### src/rtl/flow_csr_axil_slave.sv
// flow_csr_axil_slave
// AXI4-Lite CSR responder for the flow-classification path. It exposes the
// 128-bit flow key as four read-only words and streams written words into the
// flow-table hash BRAM through an auto-incrementing pointer.
// Optional build macro: FLOW_CSR_SNAPSHOT_EN. When it is defined, key reads are
// served from a shadow and snapshot pair, so a four-word read is coherent.
module flow_csr_axil_slave #(
  parameter int unsigned BRAM_AW   = 10,
  parameter logic [31:0] BASE_MASK = 32'h0000_001F
) (
  input  logic               clk,
  input  logic               rst,
  input  logic [127:0]       flow_key,
  input  logic               flow_key_vld,
  input  logic [31:0]        s_axi_awaddr,
  input  logic               s_axi_awvalid,
  output logic               s_axi_awready,
  input  logic [31:0]        s_axi_wdata,
  input  logic [3:0]         s_axi_wstrb,
  input  logic               s_axi_wvalid,
  output logic               s_axi_wready,
  output logic [1:0]         s_axi_bresp,
  output logic               s_axi_bvalid,
  input  logic               s_axi_bready,
  input  logic [31:0]        s_axi_araddr,
  input  logic               s_axi_arvalid,
  output logic               s_axi_arready,
  output logic [31:0]        s_axi_rdata,
  output logic [1:0]         s_axi_rresp,
  output logic               s_axi_rvalid,
  input  logic               s_axi_rready,
  output logic               bram_we,
  output logic [BRAM_AW-1:0] bram_addr,
  output logic [31:0]        bram_wdata
);

  localparam logic [31:0] OFF_KEY_32    = 32'h0000_0000;
  localparam logic [31:0] OFF_KEY_64    = 32'h0000_0004;
  localparam logic [31:0] OFF_KEY_96    = 32'h0000_0008;
  localparam logic [31:0] OFF_KEY_128   = 32'h0000_000C;
  localparam logic [31:0] OFF_BRAM_PTR  = 32'h0000_0010;
  localparam logic [31:0] OFF_BRAM_DATA = 32'h0000_0014;
  localparam logic [31:0] OFF_STATUS    = 32'h0000_0018;
  localparam logic [1:0]  RESP_OKAY     = 2'b00;
  localparam logic [1:0]  RESP_SLVERR   = 2'b10;
  localparam logic [15:0] CNT_MAX       = 16'hFFFF;
  localparam logic [BRAM_AW-1:0] PTR_ONE = {{(BRAM_AW-1){1'b0}}, 1'b1};

  typedef enum logic [0:0] {W_IDLE = 1'b0, W_RESP = 1'b1} w_state_t;
  typedef enum logic [0:0] {R_IDLE = 1'b0, R_DATA = 1'b1} r_state_t;

  // ---------------- write side ----------------
  w_state_t             w_state_r, w_state_nxt_s;
  logic                 awready_r, awready_nxt_s;
  logic                 wready_r, wready_nxt_s;
  logic                 bvalid_r, bvalid_nxt_s;
  logic [1:0]           bresp_r, bresp_nxt_s;
  logic                 aw_held_r, aw_held_nxt_s;
  logic                 w_held_r, w_held_nxt_s;
  logic [31:0]          awaddr_r;
  logic [31:0]          wdata_r;
  logic [BRAM_AW-1:0]   ptr_r;
  logic [15:0]          count_r;
  logic                 bram_we_r;
  logic [BRAM_AW-1:0]   bram_addr_r;
  logic [31:0]          bram_wdata_r;

  logic                 aw_hs_s, w_hs_s, b_hs_s;
  logic [31:0]          wr_addr_s, wr_data_s, wr_off_s;
  logic                 wr_is_ptr_s, wr_is_data_s, wr_exec_s;

  // Byte enables are not honoured: every write is a full word.
  logic                 unused_s;
  assign unused_s = &{1'b0, s_axi_wstrb};

  assign aw_hs_s      = s_axi_awvalid & awready_r;
  assign w_hs_s       = s_axi_wvalid & wready_r;
  assign b_hs_s       = bvalid_r & s_axi_bready;
  // A channel captured in an earlier cycle wins over the live bus value.
  assign wr_addr_s    = aw_held_r ? awaddr_r : s_axi_awaddr;
  assign wr_data_s    = w_held_r ? wdata_r : s_axi_wdata;
  assign wr_off_s     = wr_addr_s & BASE_MASK;
  assign wr_is_ptr_s  = (wr_off_s == OFF_BRAM_PTR);
  assign wr_is_data_s = (wr_off_s == OFF_BRAM_DATA);

  // Write FSM next state: collect AW and W independently, execute when both are present.
  always_comb begin
    w_state_nxt_s = w_state_r;
    wr_exec_s     = 1'b0;
    awready_nxt_s = awready_r;
    wready_nxt_s  = wready_r;
    bvalid_nxt_s  = bvalid_r;
    bresp_nxt_s   = bresp_r;
    aw_held_nxt_s = aw_held_r;
    w_held_nxt_s  = w_held_r;
    case (w_state_r)
      W_IDLE: begin
        if ((aw_held_r | aw_hs_s) & (w_held_r | w_hs_s)) begin
          wr_exec_s     = 1'b1;
          w_state_nxt_s = W_RESP;
          awready_nxt_s = 1'b0;
          wready_nxt_s  = 1'b0;
          bvalid_nxt_s  = 1'b1;
          bresp_nxt_s   = (wr_is_ptr_s | wr_is_data_s) ? RESP_OKAY : RESP_SLVERR;
          aw_held_nxt_s = 1'b0;
          w_held_nxt_s  = 1'b0;
        end else begin
          if (aw_hs_s) begin
            aw_held_nxt_s = 1'b1;
            awready_nxt_s = 1'b0;
          end else begin
            aw_held_nxt_s = aw_held_r;
            awready_nxt_s = awready_r;
          end
          if (w_hs_s) begin
            w_held_nxt_s = 1'b1;
            wready_nxt_s = 1'b0;
          end else begin
            w_held_nxt_s = w_held_r;
            wready_nxt_s = wready_r;
          end
        end
      end
      W_RESP: begin
        if (b_hs_s) begin
          w_state_nxt_s = W_IDLE;
          awready_nxt_s = 1'b1;
          wready_nxt_s  = 1'b1;
          bvalid_nxt_s  = 1'b0;
        end else begin
          w_state_nxt_s = W_RESP;
          awready_nxt_s = 1'b0;
          wready_nxt_s  = 1'b0;
          bvalid_nxt_s  = 1'b1;
        end
      end
      default: begin
        w_state_nxt_s = W_IDLE;
        awready_nxt_s = 1'b1;
        wready_nxt_s  = 1'b1;
        bvalid_nxt_s  = 1'b0;
        bresp_nxt_s   = RESP_OKAY;
        aw_held_nxt_s = 1'b0;
        w_held_nxt_s  = 1'b0;
      end
    endcase
  end

  // Write FSM state and handshake registers.
  always_ff @(posedge clk or posedge rst) begin
    if (rst) begin
      w_state_r <= W_IDLE;
      awready_r <= 1'b1;
      wready_r  <= 1'b1;
      bvalid_r  <= 1'b0;
      bresp_r   <= RESP_OKAY;
      aw_held_r <= 1'b0;
      w_held_r  <= 1'b0;
    end else begin
      w_state_r <= w_state_nxt_s;
      awready_r <= awready_nxt_s;
      wready_r  <= wready_nxt_s;
      bvalid_r  <= bvalid_nxt_s;
      bresp_r   <= bresp_nxt_s;
      aw_held_r <= aw_held_nxt_s;
      w_held_r  <= w_held_nxt_s;
    end
  end

  // Hold the address and data of a channel that arrives ahead of its partner.
  always_ff @(posedge clk or posedge rst) begin
    if (rst) begin
      awaddr_r <= 32'h0000_0000;
      wdata_r  <= 32'h0000_0000;
    end else begin
      if (aw_hs_s) awaddr_r <= s_axi_awaddr;
      if (w_hs_s)  wdata_r  <= s_axi_wdata;
    end
  end

  // Execute the write: BRAM pulse, pointer load or advance, and the saturating count.
  always_ff @(posedge clk or posedge rst) begin
    if (rst) begin
      ptr_r        <= {BRAM_AW{1'b0}};
      count_r      <= 16'h0000;
      bram_we_r    <= 1'b0;
      bram_addr_r  <= {BRAM_AW{1'b0}};
      bram_wdata_r <= 32'h0000_0000;
    end else begin
      bram_we_r <= wr_exec_s & wr_is_data_s;
      if (wr_exec_s & wr_is_data_s) begin
        bram_addr_r  <= ptr_r;
        bram_wdata_r <= wr_data_s;
        ptr_r        <= ptr_r + PTR_ONE;
        if (count_r != CNT_MAX) count_r <= count_r + 16'h0001;
      end else if (wr_exec_s & wr_is_ptr_s) begin
        ptr_r <= wr_data_s[BRAM_AW-1:0];
      end
    end
  end

  // ---------------- read side ----------------
  r_state_t    r_state_r, r_state_nxt_s;
  logic        arready_r, arready_nxt_s;
  logic        rvalid_r, rvalid_nxt_s;
  logic [31:0] rdata_r, rdata_nxt_s;
  logic [1:0]  rresp_r, rresp_nxt_s;
  logic        flag_r;

  logic        ar_hs_s, r_hs_s, rd_key0_s;
  logic [31:0] rd_off_s, rd_data_s;
  logic [1:0]  rd_resp_s;
  logic [31:0] key_w0_s, key_w1_s, key_w2_s, key_w3_s;

  assign ar_hs_s   = s_axi_arvalid & arready_r;
  assign r_hs_s    = rvalid_r & s_axi_rready;
  assign rd_off_s  = s_axi_araddr & BASE_MASK;
  assign rd_key0_s = ar_hs_s & (rd_off_s == OFF_KEY_32);

`ifdef FLOW_CSR_SNAPSHOT_EN
  logic [127:0] shadow_r;
  logic [95:0]  snap_r;

  // Shadow follows every new key from the generator.
  always_ff @(posedge clk or posedge rst) begin
    if (rst) begin
      shadow_r <= 128'h0;
    end else if (flow_key_vld) begin
      shadow_r <= flow_key;
    end
  end

  // Reading word 0 freezes the upper words for the rest of the sequence.
  always_ff @(posedge clk or posedge rst) begin
    if (rst) begin
      snap_r <= 96'h0;
    end else if (rd_key0_s) begin
      snap_r <= shadow_r[127:32];
    end
  end

  assign key_w0_s = shadow_r[31:0];
  assign key_w1_s = snap_r[31:0];
  assign key_w2_s = snap_r[63:32];
  assign key_w3_s = snap_r[95:64];
`else
  assign key_w0_s = flow_key[31:0];
  assign key_w1_s = flow_key[63:32];
  assign key_w2_s = flow_key[95:64];
  assign key_w3_s = flow_key[127:96];
`endif

  // Read address decode; unmapped offsets answer zero with SLVERR.
  always_comb begin
    rd_data_s = 32'h0000_0000;
    rd_resp_s = RESP_OKAY;
    case (rd_off_s)
      OFF_KEY_32:    rd_data_s = key_w0_s;
      OFF_KEY_64:    rd_data_s = key_w1_s;
      OFF_KEY_96:    rd_data_s = key_w2_s;
      OFF_KEY_128:   rd_data_s = key_w3_s;
      OFF_BRAM_PTR:  rd_data_s = {{(32-BRAM_AW){1'b0}}, ptr_r};
      OFF_BRAM_DATA: rd_data_s = 32'h0000_0000;
      OFF_STATUS:    rd_data_s = {15'h0000, flag_r, count_r};
      default: begin
        rd_data_s = 32'h0000_0000;
        rd_resp_s = RESP_SLVERR;
      end
    endcase
  end

  // Read FSM next state: accept in R_IDLE, hold the response until rready.
  always_comb begin
    r_state_nxt_s = r_state_r;
    arready_nxt_s = arready_r;
    rvalid_nxt_s  = rvalid_r;
    rdata_nxt_s   = rdata_r;
    rresp_nxt_s   = rresp_r;
    case (r_state_r)
      R_IDLE: begin
        if (ar_hs_s) begin
          r_state_nxt_s = R_DATA;
          arready_nxt_s = 1'b0;
          rvalid_nxt_s  = 1'b1;
          rdata_nxt_s   = rd_data_s;
          rresp_nxt_s   = rd_resp_s;
        end else begin
          r_state_nxt_s = R_IDLE;
          arready_nxt_s = 1'b1;
          rvalid_nxt_s  = 1'b0;
        end
      end
      R_DATA: begin
        if (r_hs_s) begin
          r_state_nxt_s = R_IDLE;
          arready_nxt_s = 1'b1;
          rvalid_nxt_s  = 1'b0;
        end else begin
          r_state_nxt_s = R_DATA;
          arready_nxt_s = 1'b0;
          rvalid_nxt_s  = 1'b1;
        end
      end
      default: begin
        r_state_nxt_s = R_IDLE;
        arready_nxt_s = 1'b1;
        rvalid_nxt_s  = 1'b0;
        rdata_nxt_s   = 32'h0000_0000;
        rresp_nxt_s   = RESP_OKAY;
      end
    endcase
  end

  // Read FSM state and response registers.
  always_ff @(posedge clk or posedge rst) begin
    if (rst) begin
      r_state_r <= R_IDLE;
      arready_r <= 1'b1;
      rvalid_r  <= 1'b0;
      rdata_r   <= 32'h0000_0000;
      rresp_r   <= RESP_OKAY;
    end else begin
      r_state_r <= r_state_nxt_s;
      arready_r <= arready_nxt_s;
      rvalid_r  <= rvalid_nxt_s;
      rdata_r   <= rdata_nxt_s;
      rresp_r   <= rresp_nxt_s;
    end
  end

  // Key-valid flag: a new key sets it, a read of word 0 clears it; setting wins.
  always_ff @(posedge clk or posedge rst) begin
    if (rst) begin
      flag_r <= 1'b0;
    end else if (flow_key_vld) begin
      flag_r <= 1'b1;
    end else if (rd_key0_s) begin
      flag_r <= 1'b0;
    end
  end

  assign s_axi_awready = awready_r;
  assign s_axi_wready  = wready_r;
  assign s_axi_bvalid  = bvalid_r;
  assign s_axi_bresp   = bresp_r;
  assign s_axi_arready = arready_r;
  assign s_axi_rvalid  = rvalid_r;
  assign s_axi_rdata   = rdata_r;
  assign s_axi_rresp   = rresp_r;
  assign bram_we       = bram_we_r;
  assign bram_addr     = bram_addr_r;
  assign bram_wdata    = bram_wdata_r;

endmodule
### config.mk
export PLATFORM = sky130hd
export DESIGN_NAME = flow_csr_axil_slave
export DESIGN_NICKNAME = d
export VERILOG_FILES = /design/src/rtl/flow_csr_axil_slave.sv
export SDC_FILE = /design/constraint.sdc
export NUM_CORES = 1
export LEC_CHECK = 0
export CORE_UTILIZATION = 31
export DETAILED_ROUTE_END_ITERATION = 8
export GPL_ROUTABILITY_DRIVEN = 1
export GPL_TIMING_DRIVEN = 0
export PLACE_DENSITY_LB_ADDON = 0.3
export SLEW_MARGIN = 0
export SYNTH_ARGS = -nofsm -noshare
export SYNTH_HDL_FRONTEND = slang
export SYNTH_SLANG_ARGS = --single-unit
### constraint.sdc
create_clock -name clk -period 8.2 [get_ports clk]
set_input_delay 1.64 -clock clk [delete_from_list [all_inputs] [get_ports clk]]
set_output_delay 1.64 -clock clk [all_outputs]
set_load 0.03 [all_outputs]
==> results.md <==
* Run status: finished, final reports clean
* Combined buffer and inverter count along the critical path at 1
* Sequence of cells on the critical path: clkdlybuf4s50_1 -> a21oi_1 -> nor4_1 -> nand2_2 -> nor4_1 -> mux2_1
* First-iteration detailed-routing DRC count at 297
* Top achievable clock speed at 272 MHz
* Maximum resistive drop on vdd at between 0.0001 and 0.00015 V
* Final Net Count at between 1,000 and 1,500
* Per-instance average area after synthesis at 11.8 sq um
* Fillers at 2,143
* Number of buffers added to fix hold violations after cts at 0
* Total congestion overflow after global routing at 0
* Final weighted congestion in routability-driven placement at about 0.81
* Setup_tns at 0 ps
* Wire length of the first global-routing pass at about 35,000 um
* DRT antenna net count at 0
* Via total after detailed routing at slightly below 6,000
* Power density relative to cell area at ~170 mW/mm^2
* Area delta synth->final at 49.5%
* Cell family with most CP delay: simple AND/OR/NAND/NOR gates
* Commonest cells after routing, fill and taps aside: clkdlybuf4s50_1, dfrtp_1, nand2_1
* Overall routing resource usage at around a fifth
* Relative max-transition margin at a little over two fifths
* Critical path arrival at about 4000 ps
* Setup Viol. Count Final at 0
* Type of the tightest min-delay check: reg -> reg
* Crit path capture type: register
* CTS root buf: clkbuf_16
* Total count of hold-check failures in the final report at 0
* Clock net sink count at ~150
* Fin Hold WS at between 400 and 500 ps
* Register area share after synthesis at a little over 50%
* Number of standard cells after synthesis at 612
* Row count at 55
* Critical Path Start Type: input port
* Quantity of I/O buffers inserted on ports at roughly 260
* Clock tree from TritonCTS: yes
* Number of detailed-route iterations in the first pass at 4
* Final Slew Violations at 0
* CTS buffer count at 17
* Initial antenna violation count at 1
* Number of vias per cell at around 4.9
* Leading cell type in the layout, fill and taps excluded: clkdlybuf4s50_1
* Post-CTS repair timing setup buffer count at 0
* Per-cell routed wire length at around 18 um
* Setup repair after global routing missed its margin: no
* Count of boundary I/O pins at 320
* Synthesized cell area at roughly 0.0072 sq mm
* Cell variety after synth at 48
* Dpl hpwl at around 17,000 um
* Maximum number of pins on one net before global-route repair at between 80 and 90
* Clock-pin slew on the worst setup and hold paths at around 70 ps
* Core Box Area at 0.0228 sq mm
* Total Wirelength at approximately 22,000 um
* Height of the die at between 150 and 200 um
* CP max-delay cell: nor4_1
* Count of state elements after synthesis at ~150
* Number of cells upsized or downsized after cts at 0
* Static Leakage at ~4.5 nW
* Most frequent cell on the critical path: nor4_1
* Largest fanout on the critical path at 8
* Layout cells sized above 1 at between 10% and 20%
* Clock latency at the later pin of the worst-skew pair at between 400 and 500 ps
* Fin crit period at roughly 3700 ps
* Number of remaining DRC errors at 0
* Initial cell density of the core at a little under a third
* Critical path class: in -> reg
* Maximum single-stage delay on the critical path at 650 ps
* Number of global-route vias before repair at 6,186
* Post-route clock period utilization at between 40% and 50%
* Worst path required time at between 8000 and 9000 ps
* Least-Margin Pin Slew at 846 ps
* Final worst clock skew at around 10 ps
* Depth of the CTS H-tree at 4
* Max-capacitance violation count at 0
* Clk buf depth at 2
* Yosys warns at 0
* Die area at approximately 0.024 sq mm
* Width of the die at 155 um
==> final cells by class <==
cell class                 instances  area, sq um  area share, %
inverter                          10         42.5          0.394
tap                              313          392           3.62
clock buffer                      17          425           3.94
timing repair buffer             258         2600           24.1
sequential                       149         3730           34.5
antenna                            1         2.50         0.0232
clock inverter                    15          151           1.40
multi-input combinational        416         3300           30.5
buffer                            38          166           1.54
==> flip-flops by register name, summed over array words and instances (netlist names) <==
name,flops
s_axi_bvalid,1
s_axi_arready,1
bram_wdata,32
s_axi_rresp,1
awaddr_r,5
s_axi_bresp,1
ptr_r,10
wdata_r,32
count_r,16
s_axi_rvalid,1
flag_r,1
s_axi_wready,1
aw_held_r,1
w_held_r,1
w_state_r,1
s_axi_rdata,32
bram_we,1
bram_addr,10
s_axi_awready,1
==> worst reg2reg max path: cells and delay by family, from the launching register on <==
family | cells | cell delay [ps]
simple gates | 3 | 1360
flops | 1 | 560
mux | 1 | 360
compound gates | 1 | 110
==> kinds of logic (layout without fill, tap and decap cells) <==
kind of cell | Yosys count | count (layout) | synth area share (%)
xor gates and xnor gates | 12 | 12 | 1.45
adders and majority gates | 2 | 2 | 0.346
buffers and inverters | 48 | 338 | 2.82
muxes | 125 | 125 | 23.7
DFF | 149 | 149 | 51.6
other | 1 | 3 | 0.0519
AOI/OAI and AO/OA | 123 | 123 | 10.6
and+or+nand+nor | 152 | 152 | 9.36
==> per-layer routing <==
layer | vias up | part of all wire (%) | global-route usage [%]
li1 | 2782 | - | -
met1 | 2915 | 41 | 21.4
met2 | 212 | 49 | 33.2
met3 | 19 | 8.8 | 7.26
met4 | 0 | 1.4 | 5.00
met5 | - | 0 | 0
==> cells in the mapped netlist (all sizes together) <==
cell type,count,share of area (%)
dfrtp,146,51
nand2,70,3.7
o21ai,63,4.4
mux2,50,7.8
mux2i,43,6.0
nor2,38,2.0
mux4,32,10
a21oi,19,1.3
buf,19,1.3
clkbuf,19,0.99
a22o,15,1.8
nand3,13,0.90
nor3,13,1.1
inv,10,0.52
xor2,9,1.1
a22oi,7,0.73
nand2b,4,0.35
a31oi,3,0.26
and3,3,0.26
dfstp,3,1.1
nand4,3,0.26
nor4,3,0.26
o22a,3,0.36
xnor2,3,0.36
ha,2,0.35
o21a,2,0.21
o22ai,2,0.36
or3,2,0.17
or4b,2,0.33
a2111o,1,0.16
a211o,1,0.12
a21o,1,0.10
a311oi,1,0.12
and2,1,0.087
conb,1,0.052
o21bai,1,0.10
o2bb2a,1,0.14
o2bb2ai,1,0.12
o311ai,1,0.23
o41ai,1,0.12
==> report_power, final <==
group | internal (mW) | total [mW] | switching, mW
Sequential | 0.759 | 0.775 | 0.0162
Combinational | 0.161 | 0.309 | 0.148
Clock | 0.406 | 0.765 | 0.359
Total | 1.33 | 1.85 | 0.523
==> path summary, 6_finish.rpt <==
path                           startpoint               to  slack, ps  cells after the start
max in group asynchronous             rst       wdata_r[3]       5690                      3
setup / recovery            s_axi_awvalid      count_r[14]       4520                      6
setup reg to reg            s_axi_awready      count_r[14]       5700                      5
min in group asynchronous             rst  s_axi_rdata[10]       1680                      2
hold reg to reg            s_axi_rdata[7]   s_axi_rdata[7]        480                      2
hold / removal             s_axi_rdata[7]   s_axi_rdata[7]        480                      2
==> through the flow <==
step / area [sq um] / cells / total power [mW] / utilization [%] / setup slack [ps]
after global placement: 10200 / 1183 / 1.10 / 44.8 / 208
after floorplan: 7230 / 613 / 0.927 / - / 2560
after CTS: 10800 / 1216 / 1.87 / 47.4 / 4510
after detailed placement: 10200 / 1184 / 1.10 / 44.9 / 4100
after global routing: 10800 / 1217 / 1.92 / 47.5 / 4400
final: 10800 / 1217 / 1.85 / 47.5 / 4520
Power figures use the tool's default switching activity.
